## src/rtl/if_fetch_queue.sv

```systemverilog
// Fetch-to-decode decoupling FIFO carrying {pc, pc+4, instr}; single-cycle flush on redirect.
// Optional combinational empty-queue bypass enabled by defining IFQ_BYPASS_EN.
module if_fetch_queue #(
  parameter int XLEN  = 32,
  parameter int DEPTH = 4
) (
  input  logic                       clk,
  input  logic                       rst,
  input  logic                       flush,
  input  logic                       enq_valid,
  output logic                       enq_ready,
  input  logic [XLEN-1:0]            enq_pc,
  input  logic [XLEN-1:0]            enq_pc_plus_4,
  input  logic [XLEN-1:0]            enq_instr,
  output logic                       deq_valid,
  input  logic                       deq_ready,
  output logic [XLEN-1:0]            deq_pc,
  output logic [XLEN-1:0]            deq_pc_plus_4,
  output logic [XLEN-1:0]            deq_instr,
  output logic [$clog2(DEPTH):0]     count
);
  localparam int IW = $clog2(DEPTH);
  localparam int PW = IW + 1;
  localparam logic [XLEN-1:0] NOP = XLEN'(32'h0000_0013);

  logic [PW-1:0]   r_rd_ptr, r_wr_ptr;
  logic [XLEN-1:0] r_pc    [DEPTH];
  logic [XLEN-1:0] r_pc4   [DEPTH];
  logic [XLEN-1:0] r_instr [DEPTH];

  logic w_empty, w_full, w_live, w_byp, w_enq, w_deq, w_wr, w_rd;

  assign w_empty = (r_rd_ptr == r_wr_ptr);
  assign w_full  = (r_rd_ptr[IW-1:0] == r_wr_ptr[IW-1:0]) && (r_rd_ptr[IW] != r_wr_ptr[IW]);
  assign w_live  = !flush && !rst;

`ifdef IFQ_BYPASS_EN
  assign w_byp = w_empty && enq_valid;
`else
  assign w_byp = 1'b0;
`endif

  // enq_ready deliberately ignores deq_ready: no comb path decode -> fetch
  assign enq_ready = !w_full && w_live;
  assign deq_valid = w_live && (!w_empty || w_byp);
  assign count     = r_wr_ptr - r_rd_ptr;

  assign w_enq = enq_valid && enq_ready;
  assign w_deq = deq_valid && deq_ready;
  // a bypassed entry consumed in the same cycle never touches storage
  assign w_wr  = w_enq && !(w_byp && deq_ready);
  assign w_rd  = w_deq && !w_empty;

  always_comb begin
    deq_pc        = '0;
    deq_pc_plus_4 = '0;
    deq_instr     = NOP;
    if (deq_valid) begin
      if (w_empty) begin
        deq_pc        = enq_pc;
        deq_pc_plus_4 = enq_pc_plus_4;
        deq_instr     = enq_instr;
      end else begin
        deq_pc        = r_pc[r_rd_ptr[IW-1:0]];
        deq_pc_plus_4 = r_pc4[r_rd_ptr[IW-1:0]];
        deq_instr     = r_instr[r_rd_ptr[IW-1:0]];
      end
    end
  end

  always_ff @(posedge clk) begin
    if (rst || flush) begin
      r_rd_ptr <= '0;
      r_wr_ptr <= '0;
    end else begin
      if (w_wr) r_wr_ptr <= r_wr_ptr + PW'(1);
      if (w_rd) r_rd_ptr <= r_rd_ptr + PW'(1);
    end
  end

  // storage is intentionally not reset or cleared on flush
  always_ff @(posedge clk) begin
    if (w_wr) begin
      r_pc[r_wr_ptr[IW-1:0]]    <= enq_pc;
      r_pc4[r_wr_ptr[IW-1:0]]   <= enq_pc_plus_4;
      r_instr[r_wr_ptr[IW-1:0]] <= enq_instr;
    end
  end
endmodule

```

## config.mk

```make
export PLATFORM = sky130hd
export DESIGN_NAME = if_fetch_queue
export DESIGN_NICKNAME = d
export VERILOG_FILES = /design/src/rtl/if_fetch_queue.sv
export SDC_FILE = /design/constraint.sdc
export NUM_CORES = 1
export LEC_CHECK = 0
export ABC_AREA = 1
export BUFFER_PORTS_ARGS = -buffer_cell sky130_fd_sc_hd__buf_2
export CORE_AREA = 2 2 152 266
export DETAILED_ROUTE_END_ITERATION = 10
export DIE_AREA = 0 0 154 268
export GPL_TIMING_DRIVEN = 0
export SYNTH_ARGS = -nofsm -noshare
export SYNTH_HDL_FRONTEND = slang
export SYNTH_SLANG_ARGS = --single-unit
export TNS_END_PERCENT = 50
```

## constraint.sdc

```tcl
create_clock -name clk -period 7.1 [get_ports clk]
set_clock_uncertainty 0.2 [all_clocks]
set_input_delay 1.065 -clock clk [delete_from_list [all_inputs] [get_ports clk]]
set_output_delay 1.065 -clock clk [all_outputs]
set_load 0.005 [all_outputs]
```

==> results.md <==
- Number of global-route vias before repair: 9850
- Final Core Density: 0.474
- Clock share of power: 0.402
- Core area: approximately 0.04 sq mm
- Critical Path End Type: output pin
- Seq pwr share: 0.575
- Routability congestion estimate: around 0.84
- Setup ws final: approximately 3100 ps
- Root buffer cell: clkbuf_16
- CTS clk-pin slew, worst paths: about 60 ps
- Top Ports: 202
- GR Util met1: 0.204
- Die Wd: 154 um
- Commonest non-fill, non-tap cell in the layout: edfxtp_1
- P_leak: 6.36 nW
- Routed WL per cell: 19.6 um
- GR peak layer: met2
- Top-area cell type share of the netlist area: 0.745
- CTS tree: built
- #FFs+latches synth: 392
- Initial antenna violation count: 6
- Syn nets: 1314
- Post-place setup slack: roughly 3200 ps
- Yosys warnings: 0
- Required time of the worst setup path: between 5000 and 6000 ps
- Period minus WS final: slightly below 4000 ps
- Crit path largest cell delay: 460 ps
- Met2 usage: 0.356
- Period utilization: 0.560
- Pre-Repair DR Iteration Count: 5
- DRT iter0 DRCs: between 500 and 600
- RSZ-0062 raised after global routing: no
- Hold Slack: roughly 320 ps
- Worst Path Arrival: around 2700 ps
- Row Count: 96
- Highest Clock Rate: 251 MHz
- Clk sink count: around 390
- Tightest Pin Transition: 640 ps
- Max-Cap Viols: 0
- Relative slew slack: 0.573
- Num CTS Buffers: 37
- Hold Path Class: reg2reg
- Unique masters post-synth: 22
- DRC: 0
- Setup Buffers After CTS: 0
- Crit Path Max Fanout: 10
- Antenna viol nets, final: 0
- Largest net degree at the start of global routing: 30
- Die area: about 0.041 sq mm
- Cts hold-fix bufs: 0
- Gate power share: 0.023
- Pwr per Cell Area: between 200 and 250 mW/mm^2
- Port bufs: 201
- Fin. Hold Viols: 0
- Met3 usage: 0.0340
- Cts repair resizes: 0
- Initial Util: 0.396
- WS Path Type: reg2out
- Max Root-Sink Buffers: 3
- Layout cells sized above 1: 0.242
- Startpoint types: register
- Cell type with the highest aggregate area in the netlist: edfxtp_1
- P_sw: roughly 0.90 mW
- Maximum vdd drop: 0.000187 V
- CP cell instances: inv_1 -> ha_1 -> nand2_1 -> inv_1 -> nand3_2 -> nand2_2 -> inv_4 -> buf_2 -> nand2_1 -> a21oi_1 -> buf_2
- Post-DP Area: about 0.017 sq mm
- Vias post-DR: between 9000 and 10000
- Clock Latency Late Sink: ~520 ps
- Status: completed
- Die height: 268 um
- Post-Layout Inst Area: about 0.019 sq mm
- Tot GR Track Use: 0.186
- # setup viols final: 0
- Syn Area/Cell: 12.8 sq um
- DPL Wire Length: between 20000 and 30000 um
- Fill cell count: ~3500
- Power Internal: 3.56 mW
- Sequential-to-total area share from yosys stat: 0.756
- Switching share of power: 0.202
- Nets: 1569
- Vias per inst: 5.04
- Most frequent cells in the layout: edfxtp_1, nand2_1, buf_2
- H-tree depth: 2
- GRT overflow: 0
- Wirelength, routed: around 39000 um
- Area grow syn2layout: 19.7%
- Slowest cell on the critical path: dfxtp_1
- Largest cells by area after synthesis: edfxtp_1, nand2_1, a21oi_1
- Mapped Area: ~0.015 sq mm
- Global-route wire length before repair: between 50000 and 60000 um
- Slew Viols, Final: 0
- Mapped Cells: around 1200
## power groups by stage
stage | Sequential (mW) | Clock [mW] | Combinational (mW)
floorplan | 2.62 | 0 | 0.0294
global placement | 2.62 | 0 | 0.0928
detailed placement | 2.61 | 0 | 0.104
CTS | 2.56 | 1.84 | 0.104
global route | 2.56 | 1.94 | 0.113
finish | 2.56 | 1.80 | 0.103
## worst max-delay path: cells and delay by family (launching register included)
family	cells	cell delay, ps
buffers and inverters	5	790
flip-flops	1	460
AND/OR/NAND/NOR	4	360
adder cells (fa/ha/maj)	1	290
AO/OA/AOI/OAI	1	260
## stage by stage
stage / power (mW) / setup TNS (ps) / instances
floorplan: 2.65 / 0 / 1205
global placement: 2.71 / -1033880 / 1896
detailed placement: 2.72 / 0 / 1911
CTS: 4.51 / 0 / 1975
global route: 4.61 / 0 / 1977
finish: 4.46 / 0 / 1977
## synth_stat cells, drive strengths merged
| cell type | count |
|---|---|
| a21oi | 187 |
| buf | 34 |
| clkbuf | 39 |
| dfxtp | 8 |
| edfxtp | 384 |
| fa | 1 |
| ha | 7 |
| inv | 17 |
| nand2 | 391 |
| nand3 | 101 |
| nand4 | 4 |
| nor2 | 21 |
| o211ai | 3 |
| o21ai | 7 |
| xor2 | 1 |
## flip-flops by register name (all words and copies together) (netlist names), named ones only
name	count
r_instr	128
r_pc	128
r_pc4	128
r_rd_ptr	3
r_wr_ptr	3
## final timing paths
kind / end / startpoint / slack (ps) / cells past startpoint
worst max register to register: r_pc4[0][28] / r_rd_ptr[1] / 3880 / 10
worst max-delay path: deq_instr[29] / r_rd_ptr[1] / 3120 / 11
worst min register to register: r_wr_ptr[2] / r_wr_ptr[2] / 320 / 2
worst min-delay path: r_wr_ptr[2] / r_wr_ptr[2] / 320 / 2
## routing by layer
metal  vias to the layer above  part of all wire
met1                      4877              0.37
met4                         8             0.026
met3                        61             0.047
li1                       4792                 -
met2                       234              0.55
met5                         -            0.0013
## cell families after synthesis
| group | count (synthesis) | share of synthesized area |
|---|---|---|
| simple gates | 517 | 0.138 |
| xor+xnor | 1 | 0.000566 |
| fa+ha+maj | 8 | 0.00695 |
| compound gates | 197 | 0.0715 |
| buf+inv | 90 | 0.0269 |
| flops | 392 | 0.756 |
## final cells by class
cell class                 count  area (sq um)  share of cell area
antenna                        2          5.00            0.000270
buffer                        73           349              0.0189
clock buffer                  43           948              0.0512
clock inverter                21           119             0.00642
inverter                      17          66.3             0.00358
multi-input combinational    723          3390               0.183
sequential                   392         11700               0.631
tap                          490           613              0.0331
timing repair buffer         216          1330              0.0718
(Power assumes the default switching activity.)
